--- config.mk ---
export PLATFORM = sky130hd
export DESIGN_NAME = sm_sequencer_flat
export DESIGN_NICKNAME = d
export VERILOG_FILES = /design/src/rtl/sm_pkg.sv /design/src/rtl/sm_if.sv /design/src/rtl/sm_cmd_parser.sv /design/src/rtl/sm_sequencer.sv /design/src/flat_wrapper.sv
export SDC_FILE = /design/constraint.sdc
export NUM_CORES = 1
export LEC_CHECK = 0
export BUFFER_PORTS_ARGS = -buffer_cell sky130_fd_sc_hd__buf_2
export CORE_AREA = 8 8 82 84
export CTS_BUF_LIST = sky130_fd_sc_hd__clkbuf_8
export CTS_CLUSTER_DIAMETER = 150
export DETAILED_ROUTE_END_ITERATION = 6
export DIE_AREA = 0 0 90 92
export REMOVE_ABC_BUFFERS = 1
export SKIP_LAST_GASP = 1
export SLEW_MARGIN = 0
export SYNTH_ARGS = -nofsm -noshare
export SYNTH_HDL_FRONTEND = slang
export SYNTH_HIERARCHICAL = 1
export SYNTH_SLANG_ARGS = --single-unit
--- constraint.sdc ---
create_clock -name clk -period 2.1 [get_ports clk]
set_input_delay 0.105 -clock clk [delete_from_list [all_inputs] [get_ports clk]]
set_output_delay 0.105 -clock clk [all_outputs]
set_load 0.005 [all_outputs]
--- src/rtl/sm_pkg.sv ---
// sm_pkg: shared types and constants for the sequencer
//   command byte values, operating mode, pipeline stage, parser state, decoded command strobes
package sm_pkg;
    localparam logic [7:0] CMD_RUN  = 8'h52;
    localparam logic [7:0] CMD_STEP = 8'h53;
    localparam logic [7:0] CMD_HALT = 8'h48;
    localparam logic [7:0] CMD_CLR  = 8'h43;
    localparam logic [7:0] CMD_GO   = 8'h47;
    localparam logic [7:0] CMD_BP   = 8'h42;
    localparam logic [7:0] CMD_DIS  = 8'h44;

    typedef enum logic [1:0] {MODE_HALT, MODE_RUN, MODE_STEP} mode_t;
    typedef enum logic [2:0] {ST_IDLE, ST_IFE0, ST_IFE1, ST_EXEC, ST_WTBK} stage_t;
    typedef enum logic [1:0] {P_CMD, P_ARG_G, P_ARG_B} pstate_t;

    typedef struct packed {
        logic run;
        logic step;
        logic halt;
        logic clr;
        logic go;
        logic bp;
        logic dis;
    } cmd_t;
endpackage

--- src/rtl/sm_if.sv ---
// sm_if: sequencer bus bundle
//   master (sequencer): takes rx_valid/rx_data/pc/snd_ack, drives stage strobes, run, pulses and status
//   slave  (datapath/UART side): the mirror image
interface sm_if;
    logic       rx_valid;
    logic [7:0] rx_data;
    logic [7:0] pc;
    logic       s00_idle;
    logic       s01_ife0;
    logic       s02_ife1;
    logic       s03_exec;
    logic       s04_wtbk;
    logic       run;
    logic       start_trush;
    logic       cpu_start;
    logic [7:0] start_addr;
    logic       snd_req;
    logic       snd_ack;
    logic       halted;
    logic       bp_hit;

    modport master (
        input  rx_valid, rx_data, pc, snd_ack,
        output s00_idle, s01_ife0, s02_ife1, s03_exec, s04_wtbk, run,
               start_trush, cpu_start, start_addr, snd_req, halted, bp_hit
    );

    modport slave (
        output rx_valid, rx_data, pc, snd_ack,
        input  s00_idle, s01_ife0, s02_ife1, s03_exec, s04_wtbk, run,
               start_trush, cpu_start, start_addr, snd_req, halted, bp_hit
    );
endinterface

--- src/rtl/sm_cmd_parser.sv ---
// sm_cmd_parser: UART command byte parser with argument timeout
//   clk, rst_n  : clock, asynchronous active-low reset
//   rx_valid_i  : received byte strobe
//   rx_data_i   : received byte
//   cmd_o       : one-cycle decoded command strobes (go/bp fire on the argument byte)
//   arg_o       : argument byte, valid with cmd_o.go / cmd_o.bp
module sm_cmd_parser
    import sm_pkg::*;
#(
    parameter logic [15:0] ARG_TIMEOUT = 16'd50000
) (
    input  logic       clk,
    input  logic       rst_n,
    input  logic       rx_valid_i,
    input  logic [7:0] rx_data_i,
    output cmd_t       cmd_o,
    output logic [7:0] arg_o
);
    pstate_t     st_q, st_d;
    logic [15:0] cnt_q, cnt_d;

    always_ff @(posedge clk or negedge rst_n) begin
        if (!rst_n) begin
            st_q  <= P_CMD;
            cnt_q <= '0;
        end else begin
            st_q  <= st_d;
            cnt_q <= cnt_d;
        end
    end

    // cnt_q counts idle cycles spent in an ARG state; it restarts from 0 on every entry
    always_comb begin
        st_d  = st_q;
        cnt_d = '0;
        cmd_o = '0;
        arg_o = rx_data_i;
        if (st_q == P_CMD) begin
            if (rx_valid_i) begin
                cmd_o.run  = rx_data_i == CMD_RUN;
                cmd_o.step = rx_data_i == CMD_STEP;
                cmd_o.halt = rx_data_i == CMD_HALT;
                cmd_o.clr  = rx_data_i == CMD_CLR;
                cmd_o.dis  = rx_data_i == CMD_DIS;
                st_d = rx_data_i == CMD_GO ? P_ARG_G : rx_data_i == CMD_BP ? P_ARG_B : P_CMD;
            end
        end else if (rx_valid_i) begin
            cmd_o.go = st_q == P_ARG_G;
            cmd_o.bp = st_q == P_ARG_B;
            st_d     = P_CMD;
        end else if (cnt_q == ARG_TIMEOUT - 16'd1) begin
            st_d = P_CMD;
        end else begin
            cnt_d = cnt_q + 16'd1;
        end
    end
endmodule

--- src/rtl/sm_sequencer.sv ---
// sm_sequencer: five-stage instruction sequencer with UART command control, breakpoint and step trace
//   clk, rst_n : clock, asynchronous active-low reset
//   bus        : sm_if.master -- rx byte, pc and snd_ack in; stage strobes, run, start pulses,
//                snd_req, halted and bp_hit out
module sm_sequencer
    import sm_pkg::*;
#(
    parameter logic [15:0] ARG_TIMEOUT = 16'd50000,
    parameter bit          TRACE_EN    = 1'b1
) (
    input logic  clk,
    input logic  rst_n,
    sm_if.master bus
);
    stage_t     stage_q, stage_d;
    mode_t      mode_q, mode_d;
    logic       bp_en_q, bp_en_d;
    logic [7:0] bp_addr_q, bp_addr_d;
    logic       step_pending_q, step_pending_d;
    logic       bp_skip_q, bp_skip_d;
    logic       bp_hit_q, bp_hit_d;
    logic       stepped_q, stepped_d;
    logic       snd_req_q, snd_req_d;
    logic       start_trush_q, start_trush_d;
    logic       cpu_start_q, cpu_start_d;
    logic [7:0] start_addr_q, start_addr_d;
    cmd_t       cmd;
    logic [7:0] arg;
    logic       idle, halted, bp_stop, run;

    sm_cmd_parser #(.ARG_TIMEOUT(ARG_TIMEOUT)) u_parser (
        .clk        (clk),
        .rst_n      (rst_n),
        .rx_valid_i (bus.rx_valid),
        .rx_data_i  (bus.rx_data),
        .cmd_o      (cmd),
        .arg_o      (arg)
    );

    assign idle    = stage_q == ST_IDLE;
    assign halted  = mode_q == MODE_HALT && idle;
    assign bp_stop = bp_en_q && bus.pc == bp_addr_q && idle && mode_q == MODE_RUN && !bp_skip_q;
    assign run     = idle && ((mode_q == MODE_RUN && !bp_stop) || step_pending_q) && !snd_req_q;

    assign bus.s00_idle    = idle;
    assign bus.s01_ife0    = stage_q == ST_IFE0;
    assign bus.s02_ife1    = stage_q == ST_IFE1;
    assign bus.s03_exec    = stage_q == ST_EXEC;
    assign bus.s04_wtbk    = stage_q == ST_WTBK;
    assign bus.run         = run;
    assign bus.start_trush = start_trush_q;
    assign bus.cpu_start   = cpu_start_q;
    assign bus.start_addr  = start_addr_q;
    assign bus.snd_req     = snd_req_q;
    assign bus.halted      = halted;
    assign bus.bp_hit      = bp_hit_q;

    always_ff @(posedge clk or negedge rst_n) begin
        if (!rst_n) begin
            stage_q        <= ST_IDLE;
            mode_q         <= MODE_HALT;
            bp_en_q        <= 1'b0;
            bp_addr_q      <= '0;
            step_pending_q <= 1'b0;
            bp_skip_q      <= 1'b0;
            bp_hit_q       <= 1'b0;
            stepped_q      <= 1'b0;
            snd_req_q      <= 1'b0;
            start_trush_q  <= 1'b0;
            cpu_start_q    <= 1'b0;
            start_addr_q   <= '0;
        end else begin
            stage_q        <= stage_d;
            mode_q         <= mode_d;
            bp_en_q        <= bp_en_d;
            bp_addr_q      <= bp_addr_d;
            step_pending_q <= step_pending_d;
            bp_skip_q      <= bp_skip_d;
            bp_hit_q       <= bp_hit_d;
            stepped_q      <= stepped_d;
            snd_req_q      <= snd_req_d;
            start_trush_q  <= start_trush_d;
            cpu_start_q    <= cpu_start_d;
            start_addr_q   <= start_addr_d;
        end
    end

    always_comb begin
        stage_d = stage_q;
        case (stage_q)
            ST_IDLE: stage_d = run ? ST_IFE0 : ST_IDLE;
            ST_IFE0: stage_d = ST_IFE1;
            ST_IFE1: stage_d = ST_EXEC;
            ST_EXEC: stage_d = ST_WTBK;
            default: stage_d = ST_IDLE;
        endcase
        mode_d         = cmd.run ? MODE_RUN : cmd.step ? MODE_STEP : (cmd.halt || bp_stop) ? MODE_HALT : mode_q;
        bp_en_d        = cmd.bp ? 1'b1 : cmd.dis ? 1'b0 : bp_en_q;
        bp_addr_d      = cmd.bp ? arg : bp_addr_q;
        step_pending_d = cmd.step ? 1'b1 : run ? 1'b0 : step_pending_q;
        // resuming from a breakpoint must fetch the breakpoint instruction once before re-arming
        bp_skip_d      = ((cmd.run || cmd.step) && bp_hit_q) ? 1'b1 : stage_q == ST_IFE0 ? 1'b0 : bp_skip_q;
        bp_hit_d       = bp_stop ? 1'b1 : (cmd.clr && halted) ? 1'b0 : bp_hit_q;
        // remembers whether the instruction in flight was launched by a step request
        stepped_d      = run ? step_pending_q : stepped_q;
        snd_req_d      = (TRACE_EN && stage_q == ST_WTBK && stepped_q) ? 1'b1 : bus.snd_ack ? 1'b0 : snd_req_q;
        start_trush_d  = cmd.clr && halted;
        cpu_start_d    = cmd.go && halted;
        start_addr_d   = (cmd.go && halted) ? arg : start_addr_q;
    end
endmodule

--- src/flat_wrapper.sv ---
// flat-port wrapper written by rule: the top's interface ports become plain ports
module sm_sequencer_flat import sm_pkg::*;
#(
    parameter logic [15:0] ARG_TIMEOUT = 16'd50000,
    parameter bit          TRACE_EN    = 1'b1
)
  (clk, rst_n, bus_rx_valid, bus_rx_data, bus_pc, bus_snd_ack, bus_s00_idle, bus_s01_ife0, bus_s02_ife1, bus_s03_exec, bus_s04_wtbk, bus_run, bus_start_trush, bus_cpu_start, bus_start_addr, bus_snd_req, bus_halted, bus_bp_hit);
  sm_if bus_i ();
  input logic clk;
  input logic rst_n;
  input wire logic [$bits(bus_i.rx_valid)-1:0] bus_rx_valid;
  input wire logic [$bits(bus_i.rx_data)-1:0] bus_rx_data;
  input wire logic [$bits(bus_i.pc)-1:0] bus_pc;
  input wire logic [$bits(bus_i.snd_ack)-1:0] bus_snd_ack;
  output wire logic [$bits(bus_i.s00_idle)-1:0] bus_s00_idle;
  output wire logic [$bits(bus_i.s01_ife0)-1:0] bus_s01_ife0;
  output wire logic [$bits(bus_i.s02_ife1)-1:0] bus_s02_ife1;
  output wire logic [$bits(bus_i.s03_exec)-1:0] bus_s03_exec;
  output wire logic [$bits(bus_i.s04_wtbk)-1:0] bus_s04_wtbk;
  output wire logic [$bits(bus_i.run)-1:0] bus_run;
  output wire logic [$bits(bus_i.start_trush)-1:0] bus_start_trush;
  output wire logic [$bits(bus_i.cpu_start)-1:0] bus_cpu_start;
  output wire logic [$bits(bus_i.start_addr)-1:0] bus_start_addr;
  output wire logic [$bits(bus_i.snd_req)-1:0] bus_snd_req;
  output wire logic [$bits(bus_i.halted)-1:0] bus_halted;
  output wire logic [$bits(bus_i.bp_hit)-1:0] bus_bp_hit;
  assign bus_i.rx_valid = bus_rx_valid;
  assign bus_i.rx_data = bus_rx_data;
  assign bus_i.pc = bus_pc;
  assign bus_i.snd_ack = bus_snd_ack;
  assign bus_s00_idle = bus_i.s00_idle;
  assign bus_s01_ife0 = bus_i.s01_ife0;
  assign bus_s02_ife1 = bus_i.s02_ife1;
  assign bus_s03_exec = bus_i.s03_exec;
  assign bus_s04_wtbk = bus_i.s04_wtbk;
  assign bus_run = bus_i.run;
  assign bus_start_trush = bus_i.start_trush;
  assign bus_cpu_start = bus_i.cpu_start;
  assign bus_start_addr = bus_i.start_addr;
  assign bus_snd_req = bus_i.snd_req;
  assign bus_halted = bus_i.halted;
  assign bus_bp_hit = bus_i.bp_hit;
  sm_sequencer #(.ARG_TIMEOUT(ARG_TIMEOUT), .TRACE_EN(TRACE_EN)) u_core (.clk(clk), .rst_n(rst_n), .bus(bus_i));
endmodule
==> flow_metrics.env, run 1 <==
export IMPL_status="complete, no violations"
export IMPL_max_cap_violations=0
export IMPL_r2r_slack_ns=0.21
export IMPL_stdcell_area_um2=2670
export IMPL_end_kind="output pin"
export IMPL_path_class="flip-flop to output pin"
export IMPL_reg2reg_from="u_core/u_parser/cnt_q[0]$_DFF_PN0_"
export IMPL_drt_iter0_markers=46
export IMPL_drive_gt1_frac=0.306
export IMPL_min_path_cells=2
export IMPL_clk_path_buf_depth=2
export IMPL_diodes=0
export IMPL_reg2regPathDepth=5
export IMPL_critPathMaxStageDelay_ns=0.53
export IMPL_r2r_end="u_core/u_parser/cnt_q[4]$_DFF_PN0_"
export IMPL_whs_endpoint="u_core/u_parser/st_q[0]$_DFFE_PN0P_"
export IMPL_power_density_nw_per_um2=696
export IMPL_worst_pin_slew_ns=0.627
export IMPL_ys_seq_area_frac=0.503
export IMPL_slowest_stage="or4b_4"
export IMPL_synth_warning_count=6
export IMPL_ctsRootBufferMaster="clkbuf_8"
export IMPL_overflow=0
export IMPL_track_usage=0.118
export IMPL_start_util=0.432
export IMPL_cpLargestDelayFamily="simple AND/OR/NAND/NOR gates"
export IMPL_cts_buffers=5
export IMPL_grt_pass1_wl_um=7920
export IMPL_remaining_drc_errors=0
export IMPL_critPathBufInv=1
export IMPL_num_nets_final=272
export IMPL_rsz0062_at_grt="no"
export IMPL_ys_types=47
export IMPL_grt_max_degree=31
export IMPL_fp_row_count=27
export IMPL_area_delta_synth_final_pct=14.1
export IMPL_setup_ws_ns=0.182
export IMPL_drv_slew=0
export IMPL_utilization=0.493
export IMPL_ant_nets=0
export IMPL_dieArea_um2=8280
export IMPL_place_congestion=0.743
export IMPL_timing_fmax_mhz=521
export IMPL_cp_cell_sequence="nand2b_4 -> or4b_4 -> nor4_4 -> a21boi_1 -> buf_2"
export IMPL_io_buffers=38
export IMPL_die_w_um=90
export IMPL_avgSynthCellArea_um2=11.1
export IMPL_tns_ns=0
export IMPL_multi_input_area_um2=1040
export IMPL_power_leakage_nw=1.26
export IMPL_cp_max_fo=3
export IMPL_syn_inst=211
export IMPL_peakVddDrop_uv=418
export IMPL_nFillCells=545
export IMPL_tritoncts="done"
export IMPL_drt_wl_total_um=4650
export IMPL_hp_class="primary input to flip-flop"
export IMPL_synth_seq_cells=47
export IMPL_ioPinCount=39
export IMPL_relSlewSlack=0.582
export IMPL_synth_area_um2=2340
export IMPL_worstPathRequired_ns=2.00
export IMPL_pre_cts_slack_ns=0.209
export IMPL_period_share=0.913
export IMPL_hold_start="bus_rx_valid"
export IMPL_vias=1577
export IMPL_wl_per_cell_um=14.4
export IMPL_start_kind="flip-flop"
export IMPL_h_tree_depth=2
export IMPL_core_um2=5410
export IMPL_post_route_min_period_ns=1.92
export IMPL_cts_sinks=47
export IMPL_grt_antenna_before_repair=0
export IMPL_seq_area_um2=1180
export IMPL_firstDrtPassIters=4
export IMPL_dp_hpwl_um=3530
export IMPL_grt_pass1_vias=1620
export IMPL_via_per_inst=4.87
export IMPL_setup_viol=0
export IMPL_hold_violations=0
export IMPL_cp_arrival_ns=1.81
export IMPL_post_dp_cell_area_um2=2550
export IMPL_die_y_um=92
export IMPL_worst_clock_skew_ns=0.00488
export IMPL_worstSkewPairLatency_ns=0.30
export IMPL_path_clk_slew_ns=0.08
==> what timing repair did <==
action | 4_1_cts | 5_1_grt
setup endpoints to repair | 1 | 1
cloned | 0 | 0
hold buffers | 1 | 0
pin swaps | 2 | 1
buffers inserted | 2 | 0
endpoints found under the hold margin | 28 | 0
gates resized for setup | 2 | 0
==> worst register-to-register path, stage by stage, from the launching register on <==
cell and delay (ns):
dfrtp_1 0.41, ha_1 0.24, and3_4 0.19, and4_1 0.17, or3_1 0.60, nor2_1 0.20
==> where the power goes <==
group	total (mW)	leakage, nW	internal [mW]	switching, mW
Clock	0.515	0.0505	0.224	0.291
Combinational	0.341	0.569	0.182	0.159
Sequential	1.00	0.645	0.947	0.0535
Total	1.86	1.26	1.35	0.503
==> cells in the mapped netlist, drive strengths merged <==
library cell  count  area [um^2]
a21boi            1         7.51
a21o              1         7.51
a21oi             2         10.0
a22o              3         26.3
a31o              1         8.76
and2              2         12.5
and3              2         17.5
and3b             2         17.5
and4              2         17.5
buf              10         82.6
clkbuf            1         3.75
dfrtp            47         1180
ha                1         12.5
inv              11         41.3
mux2             16          180
mux2i             1         10.0
nand2            13         51.3
nand2b            5         31.3
nand3             4         20.0
nand3b            1         7.51
nand4             3         25.0
nand4b            1         8.76
nor2             24         90.1
nor2b             2         12.5
nor3              6         35.0
nor3b             4         35.0
nor4              8         65.1
nor4b             1         8.76
nor4bb            2         26.3
o21ai             2         10.0
o21bai            2         15.0
o22ai             1         6.26
o32ai             1         8.76
or3               2         12.5
or3b              1         8.76
or4b              3         33.8
xnor2            18          158
xor2              4         35.0
==> final cells by class <==
type / instances / share of cell area
flip-flops and latches: 47 / 0.441
repair buffers: 44 / 0.0892
multi-input cells: 142 / 0.390
clock inverters: 3 / 0.00469
clock buffers: 5 / 0.0258
well taps: 72 / 0.0338
inverters: 11 / 0.0155
==> layer usage <==
layer,global-route usage,routed length (um),vias to the layer above
met5,0,0,-
met4,0.0458,74,0
met3,0.0359,240,5
met2,0.170,1960,37
met1,0.161,2380,736
li1,-,-,799
==> placed cells by master, fill, tap and decap left out, types with 2 or more instances in the layout <==
cell	count
a21oi_1	2
a22o_1	3
and2_1	2
and3b_1	2
and4_1	2
buf_2	38
buf_4	5
clkbuf_8	5
dfrtp_1	47
inv_1	13
mux2_2	16
nand2_1	12
nand2b_1	4
nand3_1	4
nand4_1	2
nor2_1	24
nor2b_1	2
nor3_1	5
nor3b_1	3
nor4_1	7
o21ai_0	2
o21bai_1	2
or3_1	2
or4b_2	2
xnor2_1	18
xor2_1	4
==> sequential cells by signal, summed over array words and instances (netlist names) <==
register / cells
u_core/bus.start_addr: 8
u_core/bus.bp_hit: 1
u_core/stepped_q: 1
u_core/bp_addr_q: 8
u_core/u_parser/cnt_q: 16
u_core/bp_en_q: 1
u_core/bus.start_trush: 1
u_core/mode_q: 2
u_core/bus.snd_req: 1
u_core/bp_skip_q: 1
u_core/u_parser/st_q: 2
u_core/step_pending_q: 1
u_core/stage_q: 3
u_core/bus.cpu_start: 1
==> kinds of logic (layout without fill, tap and decap cells) <==
group	count (synthesis)	after routing	share of synthesized area
and+or+nand+nor	88	88	0.230
muxes	17	17	0.0814
DFF	47	47	0.503
buffers and inverters	22	63	0.0546
xor gates and xnor gates	22	22	0.0825
adders and majority gates	1	1	0.00536
AOI/OAI and AO/OA	14	14	0.0429
==> how the worst max path moves through the flow <==
stage                                                   from                                   to  slack [ns]  depth (start not counted)
after CTS                       u_core/mode_q[1]$_DFFE_PN0P_                              bus_run        0.02                          5
after global routing            u_core/mode_q[1]$_DFFE_PN0P_                              bus_run        0.08                          5
after global placement          u_core/mode_q[1]$_DFFE_PN0P_                              bus_run        0.27                          5
after detailed placement  u_core/u_parser/cnt_q[0]$_DFF_PN0_   u_core/u_parser/cnt_q[4]$_DFF_PN0_        0.21                          5
final                           u_core/mode_q[1]$_DFFE_PN0P_                              bus_run        0.18                          5
after floorplan           u_core/u_parser/cnt_q[0]$_DFF_PN0_  u_core/u_parser/cnt_q[10]$_DFF_PN0_        0.43                          5
==> stage by stage <==
stage	hold slack, ns	cells	power [mW]
CTS	0.0508	324	1.88
floorplan	-0.191	200	1.19
finish	0.0566	324	1.86
global route	0.0593	324	1.97
global placement	0.167	313	1.35
detailed placement	0.168	313	1.36
(Power assumes the default switching activity.)
==> run 2, diff against run 1 <==
- PLACE_DENSITY: unset -> 0.69
- clock period: 2.1 -> 2.5 ns (I/O delays scaled with it)
==> flow_metrics.env, run 2 (same netlist as run 1, synthesis figures left out) <==
export IMPL_die_w_um=90
export IMPL_post_cts_buffers=0
export IMPL_hold_violations=16
export IMPL_rsz0062_at_grt="no"
export IMPL_start_kind="flip-flop"
export IMPL_clkPwrFrac=0.339
export IMPL_stdcell_area_um2=2650
export IMPL_ctsRootBufferMaster="clkbuf_8"
export IMPL_timing_fmax_mhz=462
export IMPL_place_congestion=0.740
export IMPL_worst_clock_skew_ns=0.0123
export IMPL_dieArea_um2=8280
export IMPL_power_switching_mw=0.437
export IMPL_fp_row_count=27
export IMPL_hp_class="primary input to asynchronous set/reset pin"
export IMPL_ctsResizeCount=0
export IMPL_max_cap_violations=0
export IMPL_violations="hold timing"
export IMPL_worstSkewPairLatency_ns=0.30
export IMPL_cp_cell_sequence="nand2b_1 -> or4b_4 -> nor4_4 -> a21boi_0 -> buf_2"
export IMPL_io_buffers=38
export IMPL_clk_path_buf_depth=2
export IMPL_dp_cells=310
export IMPL_switching_share=0.262
export IMPL_r2r_slack_ns=0.60
export IMPL_p_int_mw=1.23
export IMPL_drv_slew=0
export IMPL_wl_per_cell_um=14.4
export IMPL_layout_common_cells="dfrtp_1 (47), buf_2 (38), nor2_1 (24)"
export IMPL_largest_reg_flops=16
export IMPL_cp_max_fo=5
export IMPL_power_density_nw_per_um2=630
export IMPL_stdcell_count=318
export IMPL_drt_wl_total_um=4590
export IMPL_overflow=0
export IMPL_combPwrFrac=0.156
export IMPL_power_leakage_nw=1.24
export IMPL_ioPinCount=39
export IMPL_fin_total_pwr_mw=1.67
export IMPL_firstDrtPassIters=4
export IMPL_ant_nets=0
export IMPL_drive_gt1_frac=0.297
export IMPL_tritoncts="done"
export IMPL_seqPwrFrac=0.506
export IMPL_area_delta_synth_final_pct=13.2
export IMPL_worstPathRequired_ns=2.38
export IMPL_critPathBufInv=1
export IMPL_path_class="flip-flop to output pin"
export IMPL_grt_pass1_wl_um=8110
export IMPL_track_usage=0.120
export IMPL_end_kind="output pin"
export IMPL_grt_pass1_vias=1635
export IMPL_relSlewSlack=0.319
export IMPL_diodes=0
export IMPL_holdBufCountCts=0
export IMPL_status="complete, but fails checks"
export IMPL_core_um2=5410
export IMPL_die_y_um=92
export IMPL_start_util=0.432
export IMPL_remaining_drc_errors=0
export IMPL_grt_max_degree=48
export IMPL_finalHoldWorstSlack_ns=-0.00726
export IMPL_h_tree_depth=2
export IMPL_vias=1593
export IMPL_post_dp_cell_area_um2=2530
export IMPL_largest_register="u_core/u_parser/cnt_q"
export IMPL_num_nets_final=266
export IMPL_slowest_stage="or4b_4"
export IMPL_setup_viol=0
export IMPL_tns_ns=0
export IMPL_cts_buffers=5
export IMPL_worst_pin_slew_ns=1.02
export IMPL_final_common_cell="dfrtp_1"
export IMPL_post_route_min_period_ns=2.16
export IMPL_path_clk_slew_ns=0.09
export IMPL_grt_antenna_before_repair=0
export IMPL_period_share=0.865
export IMPL_drt_iter0_markers=95
export IMPL_critPathMaxStageDelay_ns=0.55
export IMPL_peakVddDrop_uv=343
export IMPL_cts_sinks=47
export IMPL_cp_arrival_ns=2.04
export IMPL_via_per_inst=5.01
export IMPL_cpLargestDelayFamily="simple AND/OR/NAND/NOR gates"
export IMPL_dp_hpwl_um=3390
-- run 2: layout make-up --
| class | instances | area, um^2 |
|---|---|---|
| clock inverter | 3 | 46.3 |
| multi-input combinational | 142 | 1030 |
| fill | 529 | 2760 |
| timing repair buffer | 38 | 190 |
| tap | 72 | 90.1 |
| inverter | 11 | 41.3 |
| sequential | 47 | 1180 |
| clock buffer | 5 | 68.8 |
-- run 2: per-stage QoR --
stage | setup slack, ns | util
after CTS | 0.327 | 0.489
final | 0.338 | 0.489
after global routing | 0.178 | 0.489
after detailed placement | 0.641 | 0.468
after global placement | 0.641 | 0.468
after floorplan | 0.828 | -
-- run 2: power groups by stage --
stage | Combinational [mW] | Clock (mW) | Sequential (mW)
final | 0.260 | 0.564 | 0.842
after global routing | 0.296 | 0.622 | 0.853
after CTS | 0.264 | 0.587 | 0.841
after detailed placement | 0.262 | 0 | 0.857
after global placement | 0.257 | 0 | 0.855
after floorplan | 0.153 | 0 | 0.846
-- run 2: worst register-to-register path, cell delays in order, from the launching register on --
cell	delay (ns)
dfrtp_1	0.40
ha_1	0.24
and3_4	0.19
and4_1	0.17
or3_1	0.61
nor2_1	0.21
-- run 2: final timing paths --
kind	cells after the start	startpoint	endpoint
hold reg to reg	1	u_core/u_parser/cnt_q[0]$_DFF_PN0_	u_core/u_parser/cnt_q[0]$_DFF_PN0_
min in group clk	2	bus_rx_data[6]	u_core/bus.start_addr[6]$_DFFE_PN0P_
max in group asynchronous	1	rst_n	u_core/u_parser/cnt_q[1]$_DFF_PN0_
setup reg to reg	5	u_core/u_parser/cnt_q[0]$_DFF_PN0_	u_core/u_parser/cnt_q[5]$_DFF_PN0_
setup / recovery	5	u_core/mode_q[1]$_DFFE_PN0P_	bus_run
hold / removal	1	rst_n	u_core/bus.cpu_start$_DFF_PN0_
-- run 2: routing by layer --
metal	vias to the layer above	global-route usage	share of wire
met1	772	0.143	0.45
met5	-	0	0
met3	4	0.0424	0.045
li1	793	-	-
met4	0	0.0374	0.0091
met2	24	0.197	0.49
